$ cat config.mk
export PLATFORM = sky130hd
export DESIGN_NAME = mul_div_unit
export DESIGN_NICKNAME = d
export VERILOG_FILES = /design/src/rtl/rv32m_pkg.sv /design/src/rtl/mdu_divider.sv /design/src/rtl/mul_div_unit.sv
export SDC_FILE = /design/constraint.sdc
export NUM_CORES = 1
export LEC_CHECK = 0
export CAP_MARGIN = 15
export CORE_UTILIZATION = 43
export CTS_CLUSTER_DIAMETER = 30
export DETAILED_ROUTE_END_ITERATION = 12
export GPL_TIMING_DRIVEN = 0
export PLACE_DENSITY_LB_ADDON = 0.05
export SETUP_SLACK_MARGIN = 0.1
export SYNTH_ARGS = -nofsm -noshare
export SYNTH_HDL_FRONTEND = slang
export SYNTH_SLANG_ARGS = --single-unit
$ cat constraint.sdc
create_clock -name CLK -period 3.5 [get_ports CLK]
set_input_delay 1.05 -clock CLK [delete_from_list [all_inputs] [get_ports CLK]]
set_output_delay 1.05 -clock CLK [all_outputs]
set_load 0.005 [all_outputs]
$ cat src/rtl/rv32m_pkg.sv
// rv32m_pkg: definitions shared by the RV32M multiply/divide unit.
//   - OP_* localparams: RV32M funct3 encodings.
//   - state_t: sequencing states (IDLE, RUN, DONE).
//   - XLEN_DEFAULT: default operand/result width.
package rv32m_pkg;

    localparam int XLEN_DEFAULT = 32;

    localparam logic [2:0] OP_MUL    = 3'b000;
    localparam logic [2:0] OP_MULH   = 3'b001;
    localparam logic [2:0] OP_MULHSU = 3'b010;
    localparam logic [2:0] OP_MULHU  = 3'b011;
    localparam logic [2:0] OP_DIV    = 3'b100;
    localparam logic [2:0] OP_DIVU   = 3'b101;
    localparam logic [2:0] OP_REM    = 3'b110;
    localparam logic [2:0] OP_REMU   = 3'b111;

    typedef enum logic [1:0] {
        IDLE = 2'd0,
        RUN  = 2'd1,
        DONE = 2'd2
    } state_t;

endpackage

$ cat src/rtl/mdu_divider.sv
// mdu_divider: unsigned restoring-divide datapath, one quotient bit per step.
// Sequencing comes from the parent; this block only holds the registers.
// Ports:
//   clk, rst_n   clock, synchronous active-low reset
//   load         capture dividend/divisor magnitudes, clear remainder
//   step         perform one restoring iteration
//   dividend     unsigned dividend
//   divisor      unsigned divisor
//   quotient     quotient after XLEN steps
//   remainder    remainder after XLEN steps
module mdu_divider #(
    parameter int XLEN = 32
) (
    input  logic            clk,
    input  logic            rst_n,
    input  logic            load,
    input  logic            step,
    input  logic [XLEN-1:0] dividend,
    input  logic [XLEN-1:0] divisor,
    output logic [XLEN-1:0] quotient,
    output logic [XLEN-1:0] remainder
);

    logic [XLEN-1:0] rem_q;
    logic [XLEN-1:0] quo_q;
    logic [XLEN-1:0] dsr_q;
    logic [XLEN:0]   shifted;
    logic [XLEN:0]   diff;

    // Remainder stays below the divisor, so the shifted partial remainder is
    // below 2*divisor and the top bit of diff is a clean borrow flag.
    assign shifted = {rem_q, quo_q[XLEN-1]};
    assign diff    = shifted - {1'b0, dsr_q};

    always_ff @(posedge clk) begin
        if (!rst_n) begin
            rem_q <= '0;
            quo_q <= '0;
            dsr_q <= '0;
        end else if (load) begin
            rem_q <= '0;
            quo_q <= dividend;
            dsr_q <= divisor;
        end else if (step) begin
            if (!diff[XLEN]) begin
                rem_q <= diff[XLEN-1:0];
                quo_q <= {quo_q[XLEN-2:0], 1'b1};
            end else begin
                rem_q <= shifted[XLEN-1:0];
                quo_q <= {quo_q[XLEN-2:0], 1'b0};
            end
        end
    end

    assign quotient  = quo_q;
    assign remainder = rem_q;

endmodule

$ cat src/rtl/mul_div_unit.sv
// mul_div_unit: iterative RV32M multiply/divide unit (XLEN+1 cycle latency).
// Optional feature macro: RV32M_DIV_EN (defined: divide ops built;
// undefined: ops 1xx finish with Result 0 and Illegal_Op 1).
// Ports:
//   CLK, Reset_n   clock, synchronous active-low reset
//   Start          request, sampled only in IDLE
//   Op             RV32M funct3
//   Operand_A/B    rs1 / rs2 contents
//   Add_Dest_In    rd for this operation
//   Busy           high from the cycle after accept through the Done cycle
//   Done           one-cycle completion pulse
//   Result         result, held until the next completion
//   Add_Dest_Out   rd captured at accept
//   Write_En_Out   Done qualified by rd != 0 and a legal op
//   Illegal_Op     pulses with Done for a compiled-out op
//   Fsm_State      current sequencing state (debug)
module mul_div_unit
    import rv32m_pkg::*;
#(
    parameter int XLEN = XLEN_DEFAULT
) (
    input  logic            CLK,
    input  logic            Reset_n,
    input  logic            Start,
    input  logic [2:0]      Op,
    input  logic [XLEN-1:0] Operand_A,
    input  logic [XLEN-1:0] Operand_B,
    input  logic [4:0]      Add_Dest_In,
    output logic            Busy,
    output logic            Done,
    output logic [XLEN-1:0] Result,
    output logic [4:0]      Add_Dest_Out,
    output logic            Write_En_Out,
    output logic            Illegal_Op,
    output state_t          Fsm_State
);

    localparam int CW = $clog2(XLEN) + 1;

    // Handshake: Start is only looked at in IDLE; an accepted request raises
    // Busy on the next cycle and Busy stays high through the single Done
    // cycle. Requests during RUN/DONE are dropped, not queued.
    state_t        state, state_nxt;
    logic [CW-1:0] count;
    logic          accept, step, finish;

    always_ff @(posedge CLK) begin
        if (!Reset_n) state <= IDLE;
        else          state <= state_nxt;
    end

    always_comb begin
        state_nxt = state;
        accept    = 1'b0;
        step      = 1'b0;
        finish    = 1'b0;
        case (state)
            IDLE: if (Start) begin
                accept    = 1'b1;
                state_nxt = RUN;
            end
            RUN: begin
                step = 1'b1;
                if (count == CW'(1)) state_nxt = DONE;
            end
            DONE: begin
                finish    = 1'b1;
                state_nxt = IDLE;
            end
            default: state_nxt = IDLE;
        endcase
    end

    assign Fsm_State = state;

    always_ff @(posedge CLK) begin
        if (!Reset_n)    count <= '0;
        else if (accept) count <= CW'(XLEN);
        else if (step)   count <= count - CW'(1);
    end

    // Operand conditioning: magnitudes plus the sign the result must carry.
    logic            a_neg, b_neg, res_neg;
    logic [XLEN-1:0] mag_a, mag_b;

    always_comb begin
        a_neg   = Operand_A[XLEN-1] &
                  ((Op == OP_MULH) | (Op == OP_MULHSU) | (Op == OP_DIV) | (Op == OP_REM));
        b_neg   = Operand_B[XLEN-1] & ((Op == OP_MULH) | (Op == OP_DIV) | (Op == OP_REM));
        res_neg = (Op == OP_REM) ? a_neg : (a_neg ^ b_neg);
        mag_a   = a_neg ? -Operand_A : Operand_A;
        mag_b   = b_neg ? -Operand_B : Operand_B;
    end

    // Shift-add multiplier: low half starts as the multiplier and drains out
    // as the product's low word shifts in.
    logic [2:0]        op_q;
    logic              neg_q;
    logic [XLEN-1:0]   mcand_q;
    logic [2*XLEN-1:0] prod_q;
    logic [XLEN:0]     mul_sum;

    assign mul_sum = {1'b0, prod_q[2*XLEN-1:XLEN]} + (prod_q[0] ? {1'b0, mcand_q} : '0);

    always_ff @(posedge CLK) begin
        if (!Reset_n) begin
            op_q    <= '0;
            neg_q   <= 1'b0;
            mcand_q <= '0;
            prod_q  <= '0;
        end else if (accept) begin
            op_q    <= Op;
            neg_q   <= res_neg;
            mcand_q <= mag_a;
            prod_q  <= {{XLEN{1'b0}}, mag_b};
        end else if (step) begin
            prod_q  <= {mul_sum, prod_q[XLEN-1:1]};
        end
    end

    logic [2*XLEN-1:0] prod_signed;
    logic [XLEN-1:0]   mul_result, div_result;
    logic              op_legal;

    assign prod_signed = neg_q ? -prod_q : prod_q;
    assign mul_result  = (op_q == OP_MUL) ? prod_signed[XLEN-1:0] : prod_signed[2*XLEN-1:XLEN];

`ifdef RV32M_DIV_EN
    logic [XLEN-1:0] quo, rem;
    logic            special_q;
    logic [XLEN-1:0] special_val_q;

    mdu_divider #(.XLEN(XLEN)) u_divider (
        .clk       (CLK),
        .rst_n     (Reset_n),
        .load      (accept),
        .step      (step),
        .dividend  (mag_a),
        .divisor   (mag_b),
        .quotient  (quo),
        .remainder (rem)
    );

    // Divide-by-zero and signed overflow are decided at capture; the divider
    // still runs so latency is unchanged.
    always_ff @(posedge CLK) begin
        if (!Reset_n) begin
            special_q     <= 1'b0;
            special_val_q <= '0;
        end else if (accept) begin
            if (Operand_B == '0) begin
                special_q     <= 1'b1;
                special_val_q <= Op[1] ? Operand_A : '1;
            end else if (!Op[0] && (Operand_A == {1'b1, {(XLEN-1){1'b0}}}) && (Operand_B == '1)) begin
                special_q     <= 1'b1;
                special_val_q <= Op[1] ? '0 : {1'b1, {(XLEN-1){1'b0}}};
            end else begin
                special_q     <= 1'b0;
                special_val_q <= '0;
            end
        end
    end

    always_comb begin
        if (special_q)  div_result = special_val_q;
        else if (op_q[1]) div_result = neg_q ? -rem : rem;
        else            div_result = neg_q ? -quo : quo;
    end

    assign op_legal = 1'b1;
`else
    assign div_result = '0;
    assign op_legal   = ~op_q[2];
`endif

    always_ff @(posedge CLK) begin
        if (!Reset_n) begin
            Busy         <= 1'b0;
            Done         <= 1'b0;
            Result       <= '0;
            Add_Dest_Out <= '0;
            Write_En_Out <= 1'b0;
            Illegal_Op   <= 1'b0;
        end else begin
            Done         <= finish;
            Write_En_Out <= finish & op_legal & (Add_Dest_Out != 5'd0);
            Illegal_Op   <= finish & ~op_legal;
            if (accept) begin
                Busy         <= 1'b1;
                Add_Dest_Out <= Add_Dest_In;
            end else if (state == IDLE) begin
                Busy <= 1'b0;
            end
            if (finish) Result <= op_q[2] ? div_result : mul_result;
        end
    end

endmodule
# Yosys cells after proc, flatten, opt, wreduce, memory -nomap -nowiden
# Cells that the tools add are included.
[op_classes]
n_addsub = 5
mux = 20
n_reduce_logical = 7
n_eq_ne = 9
bitwise = 13
[ops]
columns = ["operator", "n"]
rows = [
  ["$mux W32", 7],
  ["$mux W64", 1],
  ["$neg A32 Y32", 2],
  ["$neg A64 Y64", 1],
  ["$add A32 B32 Y33", 1],
  ["$mux W6", 2],
  ["$mux W1", 7],
  ["$eq A3 B3 Y1 const B", 2],
  ["$eq A6 B1 Y1 const B", 1],
  ["$sub A6 B1 Y6 const B", 1],
  ["$and A1 B1 Y1", 5],
  ["$or A1 B1 Y1", 5],
  ["$reduce_bool A5 Y1", 1],
  ["$mux W2", 2],
  ["$ne A2 B2 Y1 const B", 2],
  ["$pmux W2 S2", 1],
  ["$reduce_bool A2 Y1", 2],
  ["$eq A3 B1 Y1 const B", 1],
  ["$eq A3 B2 Y1 const B", 1],
  ["$logic_not A3 Y1", 1],
  ["$eq A2 B1 Y1 const B", 1],
  ["$eq A2 B2 Y1 const B", 1],
  ["$logic_not A2 Y1", 1],
  ["$not A1 Y1", 2],
  ["other kinds (3)", 3],
]
[word_totals]
regBits = 149
inputBits = 75
word_cells = 68

# Logic depth before layout (Yosys ltp)
# Gate-level depths: netlist (run 1).
[depth]
ltp_word = 7
depth_mapped = 13
mapped_depth_nobuf = 11

# Least setup slack after synthesis (run 1)
# No wires, ideal clock.
[synth_path]
path_kind = "input to register"
startpoint = "input Operand_A[4]"
endpoint = "register mcand_q[29]"
arrival_ns = 3.110
slack_ns = 0.257
path_buffers = 0
cell_stages = 8
path_cell_list = "nor4_1 > nand3_1 > or4_1 > nor3_1 > nand3b_1 > o41ai_1 > xor2_1 > a21oi_1"
[synth_via]
elab_chain_len = 2
[synth_rtl]
columns = ["item", "line_no", "text"]
rows = [
  ["start: declaration", "mul_div_unit.sv:26", "input logic [XLEN-1:0] Operand_A,"],
  ["$neg A32 Y32", "mul_div_unit.sv:91", "mag_a = a_neg ? -Operand_A : Operand_A;"],
  ["$mux W32", "mul_div_unit.sv:91", ""],
  ["end signal: assignment", "mul_div_unit.sv:114", "mcand_q <= mag_a;"],
  ["end: declaration", "mul_div_unit.sv:99", "logic [XLEN-1:0] mcand_q;"],
]
# No other way between the ends.
# A chain may end at the register's enable or synchronous reset.

# Worst setup path after layout (run 1)
[layout_path]
startpoint = "input Start"
endpoint = "register prod_q[62]"
[layout_via]
elab_chain_len = 3
[layout_rtl]
columns = ["item", "line_no", "text"]
rows = [
  ["start: declaration", "mul_div_unit.sv:24", "input logic Start,"],
  ["$mux W1", "mul_div_unit.sv:58", "IDLE: if (Start) begin"],
  ["$mux W1", "mul_div_unit.sv:57", "case (state)"],
  ["$reduce_or A2 Y1 (no source line)", "n/a", ""],
  ["end signal: assignment", "mul_div_unit.sv:115", "prod_q <= {{XLEN{1'b0}}, mag_b};"],
  ["end signal: assignment", "mul_div_unit.sv:117", "prod_q <= {mul_sum, prod_q[XLEN-1:1]};"],
  ["end: declaration", "mul_div_unit.sv:100", "logic [2*XLEN-1:0] prod_q;"],
]
# No other way between the ends.

==> flow_summary.yaml, run 1 <==
clocking:
  clock_path_buffers: 2
  cts_hold_buf: 0
  cts_buffers: 17
  cts_root_buf: "clkbuf_16"
  clkTransAtPathRegs_ns: 0.06
  cts_tree: "built"
  clk_latency_ns: 0.44
  clock-sinks: 149
  h-tree-depth: 4
die:
  io_pins: 118
  initial_core_util_pct: 44.1
  die_w_um: 158
  rows: 56
  die_area_um2: 24900
  core_um2: 23700
  die_h_um: 158
placement:
  placed_cell_area_um2: 12000
  gp_congestion: 0.967
  preCtsSetupSlack_ns: -0.850
  io_buffer_count: 117
  dp_cells: 1806
  hpwl_um: 29000
global_route:
  grt_pass1_vias: 9962
  grtUsageTotal_pct: 30.5
  antenna_found_initial: 0
  grt_max_degree: 17
  grt_pass1_wl_um: 57400
  grt.overflow.total: 0
yosys:
  synthArstFlopShare_pct: 0
  synthTopCellsByArea: "dfxtp_1 (29%), nand2_1 (7.7%), xnor2_1 (5.7%), xor2_1 (5.4%), o21ai_0 (4.6%)"
  synth-seq-cells: 149
  synth_top_area_cell: "dfxtp_1"
  yosysTopAreaCellShare_pct: 28.5
  synth_edf_count: 0
  ys_types: 80
  syn_area_per_cell_um2: 7.63
  yosysSeqAreaShare_pct: 28.5
  synth_area_um2: 10500
  yosys_warnings: 0
  syn_inst: 1370
  synth_flop_cell: "dfxtp_1"
  syn_nets: 1483
setup_path:
  critPathLaunchType: "primary input"
  cpMaxStageDelayCell: "clkdlybuf4s50_1"
  crit_chain: "clkdlybuf4s50_1, nor2_1, nor2_1, nand2_1, clkbuf_1, clkbuf_1, nor3_1, o31ai_1, nand3_1"
  cp_max_fo: 10
  path_class: "primary input to register"
  reg2reg_slack_ns: 0.24
  r2r-end: "prod_q[59]"
  cp.arrival_ns: 3.66
  reg2regPathDepth: 13
  cpPeakStageDelay_ns: 0.57
  required_ns: 3.87
  rr_startpoint: "prod_q[0]"
  end_kind: "register"
worst_hold_path:
  hold_path_depth: 2
  hold_end: "mcand_q[17]"
  min-delay-path-class: "register to register"
  min_from: "mcand_q[17]"
power:
  p_per_area_nw_per_um2: 396
  leakagePower_nw: 5.10
  vdd_drop_max_mv: 0.253
sta:
  setup_ws_ns: 0.213
  slew_violations: 0
  finalSetupViolations: 0
  fin_crit_ns: 3.29
  grt_setup_unrepaired: "false"
  max_freq_mhz: 304
  finClkSkew_ns: 0.0151
  hold_violations: 0
  fin_crit_sh_pct: 93.9
  worstMarginPinSlew_ns: 0.771
  relSlewSlack_pct: 48.6
final_layout:
  antenna_cells: 0
  finalNonFillerCells: 1843
  final_common_cell: "nand2_1"
  mostFrequentLayoutCells: "nand2_1 (214), dfxtp_1 (149), clkdlybuf4s50_1 (111), o21ai_0 (93), a21oi_1 (89)"
  drive_gt1_share_pct: 6.30
  area_growth_pct: 23.0
  nFillCells: 2367
  final_area_um2: 12900
  fin_nets: 1624
route:
  remaining_drc_errors: 0
  routedWlPerCell_um: 20.1
  viasPerCell: 5.86
  routed_wl_um: 37000
  ant_nets: 0
  drt-pass1-iter-count: 6
  vias: 10800
  drt_iter0_drc: 940
run_status:
  status: "finished clean"
job:
  drv_cap: 0
## state kept, by name (all words and copies together), names as in the netlist, 2 cells and up
signal and cells:
prod_q 64, op_q 3, Add_Dest_Out 5, count 6, Fsm_State 2, Result 32, mcand_q 32
## layer usage
metal	vias to the layer above	global-route usage, %	share of wire, %
met5	-	0	0
met4	0	8.88	2.4
met3	59	4.57	7.5
met2	447	46.7	43
met1	5027	43.8	47
li1	5272	-	-
## cells by family (layout without fill, tap and decap cells)
family                   count (synthesis)  count (layout)  synth area share (%)
AO/OA/AOI/OAI                          390             390                  24.9
XOR/XNOR                               132             132                  11.1
adder cells (fa/ha/maj)                 38              38                  4.62
buffers and inverters                  111             265                  4.29
flip-flops                             149             149                  28.5
multiplexers                            14              14                  1.35
AND/OR/NAND/NOR                        536             536                  25.3
## Yosys cell counts, drive strengths merged (14+ instances only)
cell	number
a21boi	17
a21o	14
a21oi	92
a22oi	14
and2	43
and3	15
buf	15
clkbuf	71
dfxtp	149
ha	37
inv	24
nand2	215
nand3	49
nand4	15
nor2	66
nor3	32
nor4	19
o211a	30
o21ai	99
o31ai	27
o41ai	14
or3	24
or4	20
xnor2	68
xor2	64
## stage by stage
stage | util, % | hold WS [ns] | power, mW | setup TNS (ns)
after floorplan | - | 0.417 | 2.76 | 0
after global placement | 50.8 | 0.427 | 3.25 | -31.68
after detailed placement | 50.8 | 0.435 | 3.26 | -31.39
after CTS | 53.6 | 0.451 | 5.07 | 0
after global routing | 54.3 | 0.472 | 5.32 | 0
final | 54.3 | 0.446 | 5.09 | 0
## where the power goes
group / internal, mW / switching, mW / total, mW
Sequential: 1.81 / 0.133 / 1.94
Combinational: 0.505 / 0.825 / 1.33
Clock: 1.02 / 0.795 / 1.82
## how the worst max path moves through the flow
| stage | start | end | slack (ns) | cells after the start |
|---|---|---|---|---|
| 4_1_cts | Operand_A[4] | mcand_q[30] | 0.10 | 9 |
| 5_1_grt | prod_q[0] | prod_q[59] | 0.1 | 13 |
| 2_1_floorplan | Operand_A[4] | mcand_q[29] | 0.26 | 8 |
| 6_report | Start | prod_q[62] | 0.21 | 9 |
| 3_5_place_dp | Operand_A[2] | mcand_q[29] | -0.85 | 9 |
| 3_3_place_gp | Operand_A[2] | mcand_q[30] | -0.76 | 9 |
## area by class of cell
class	instances	area [um2]	area share, %
clock inverters	13	125	0.973
inverters	24	90.1	0.701
flip-flops and latches	149	2980	23.2
multi-input cells	1110	7220	56.1
well taps	319	399	3.10
plain buffers	87	368	2.86
repair buffers	122	1220	9.52
clock buffers	19	453	3.52
## what timing repair did
item | 4_1_cts | 5_1_grt
endpoints found under the setup margin | 48 | 35
hold endpoints to repair | 0 | 0
pin swaps | 1 | 11
gates resized for setup | 22 | 30
buffers inserted | 1 | 4
## worst max-delay path, delay by kind of cell
family / cells / cell delay [ns]
buffers and inverters: 3 / 1.33
AO/OA/AOI/OAI: 1 / 0.11
AND/OR/NAND/NOR: 5 / 1.16
No activity file was read; power rests on OpenSTA's default activity.
==> run 2: changes to the inputs <==
PLACE_DENSITY_LB_ADDON = 0.1   (was 0.05)
==> run 2 against run 1 <==
Effect of this change:
- largest power group unchanged
- non-clock buffer count grew 1
- worst hold slack gained 0.0037 ns
- clock power is essentially flat
- critical endpoint is now prod_q[29]
- final area shrank 0.22%
==> flow_summary.yaml, run 2 (same netlist as run 1, synthesis figures left out) <==
sta:
  hold_violations: 0
  relSlewSlack_pct: 43.2
  finalSetupViolations: 0
  grt_setup_unrepaired: "true"
  fin_crit_ns: 3.32
  slew_violations: 0
  worstMarginPinSlew_ns: 0.851
  fin_crit_sh_pct: 94.8
  finClkSkew_ns: 0.0131
  holdWs_ns: 0.449
  setup_ws_ns: 0.182
  max_freq_mhz: 301
power:
  power.switching_mw: 1.76
  p_per_area_nw_per_um2: 398
  seqPwrFrac_pct: 38.2
  clockPowerShare_pct: 35.9
  vdd_drop_max_mv: 0.249
  leakagePower_nw: 5.05
  p_comb_share_pct: 25.9
  total_power_mw: 5.10
  p_int_mw: 3.34
  switching_share_pct: 34.5
setup_path:
  reg2regPathDepth: 13
  cpMaxStageDelayCell: "or4_4"
  crit_chain: "clkdlybuf4s50_1, or4_4, or3_4, or3_4, nor3_4, and2_4, a21oi_1, xnor2_1, o22ai_1"
  critPathLaunchType: "primary input"
  rr_startpoint: "prod_q[0]"
  r2r-end: "prod_q[59]"
  crit_top_cell: "or3_4"
  cp.arrival_ns: 3.61
  cp_top_family: "simple AND/OR/NAND/NOR gates"
  end_kind: "register"
  cp_max_fo: 3
  startpoint: "Operand_B[12]"
  reg2reg_slack_ns: 0.23
  cpPeakStageDelay_ns: 0.57
  path_class: "primary input to register"
  worstPathBufferInverterCount: 1
  required_ns: 3.80
route:
  routed_wl_um: 36800
  vias: 10800
  routedWlPerCell_um: 20.0
  drt-pass1-iter-count: 5
  remaining_drc_errors: 0
  ant_nets: 0
  viasPerCell: 5.87
  drt_iter0_drc: 799
placement:
  preCtsSetupSlack_ns: -0.822
  io_buffer_count: 117
  hpwl_um: 28900
  placed_cell_area_um2: 12000
  gp_congestion: 0.953
run_status:
  status: "finished clean"
worst_hold_path:
  min_from: "Result[3]"
  hold_path_depth: 2
  hold_end: "Result[3]"
  min-delay-path-class: "register to register"
die:
  die_w_um: 158
  rows: 56
  die_area_um2: 24900
  io_pins: 118
  die_h_um: 158
  initial_core_util_pct: 44.1
  core_um2: 23700
global_route:
  antenna_found_initial: 0
  grt_pass1_vias: 9853
  grt_pass1_wl_um: 56000
  grt_max_degree: 17
  grtUsageTotal_pct: 29.8
  grt.overflow.total: 0
clocking:
  clock-sinks: 149
  clk_latency_ns: 0.44
  h-tree-depth: 4
  clock_path_buffers: 2
  cts_tree: "built"
  cts_buffers: 17
  cts_root_buf: "clkbuf_16"
  clkTransAtPathRegs_ns: 0.07
final_layout:
  nFillCells: 2377
  top_register: "prod_q"
  final_area_um2: 12800
  antenna_cells: 0
  mostFrequentLayoutCells: "nand2_1 (214), dfxtp_1 (149), clkdlybuf4s50_1 (116), o21ai_0 (93), a21oi_1 (89)"
  drive_gt1_share_pct: 6.36
  top_regs: "prod_q x64, Result x32, mcand_q x32"
  utilization_pct: 54.2
  fin_nets: 1625
  seq_area_um2: 2980
  final_common_cell: "nand2_1"
  area_growth_pct: 22.7
  largest_register_ffs: 64
  multi_input_area_um2: 7190
job:
  drv_cap: 0
run 2: changes by cell type in the layout (fill, tap and decap cells not counted), sizes merged:
cell	before	now
clkdlybuf4s50	111	116
dlymetal6s2s	6	1
buf	20	22
clkinv	5	3
inv	26	27
run 2: stage by stage:
step,instances,TNS (ns)
floorplan,1370,0
global placement,1806,-29.01
detailed placement,1806,-29.81
CTS,1838,0
global route,1844,0
finish,1844,0
run 2: power by group through the flow:
stage	combinational [mW]	clock (mW)	sequential [mW]
floorplan	0.837	0	1.93
global placement	1.27	0	1.98
detailed placement	1.28	0	1.98
CTS	1.29	1.83	1.94
global route	1.44	1.91	1.96
finish	1.32	1.83	1.95
run 2: timing repair:
| action | in CTS | in global routing |
|---|---|---|
| buffers inserted | 0 | 6 |
| endpoints found under the setup margin | 48 | 26 |
| gates resized for setup | 19 | 28 |
| pin swaps | 2 | 7 |
| hold buffers | 0 | 0 |
| cloned | 0 | 0 |
run 2: routing by layer:
layer  vias to the layer above  routed length, um  GRT usage (%)
li1                       5260                  -              -
met1                      5048              17300           42.2
met2                       459              15500           44.2
met3                        66               2850           5.50
met4                         0               1180           11.8
met5                         -                  0              0
run 2: worst max path at each step:
| stage | cells after the start | end |
|---|---|---|
| floorplan | 8 | mcand_q[29] |
| global placement | 9 | mcand_q[30] |
| detailed placement | 9 | mcand_q[30] |
| CTS | 9 | mcand_q[29] |
| global route | 13 | prod_q[59] |
| finish | 9 | prod_q[29] |
run 2: worst reg2reg max path, stage by stage, from the launching register on:
cell and delay [ns]:
dfxtp_1 0.32, clkbuf_4 0.21, buf_2 0.19, and2_1 0.17, ha_1 0.21, fa_1 0.41
a21o_1 0.21, o2bb2ai_1 0.18, o21ai_2 0.21, o2111ai_2 0.19, a311oi_2 0.34, o21ai_2 0.12
or3_1 0.36, nand3_1 0.08
run 2: final cells by class:
class	count	area share, %
multi-input cells	1110	56.1
flip-flops and latches	149	23.2
repair buffers	123	9.50
clock buffers	20	3.56
well taps	319	3.11
plain buffers	87	2.87
clock inverters	12	0.936
inverters	24	0.702
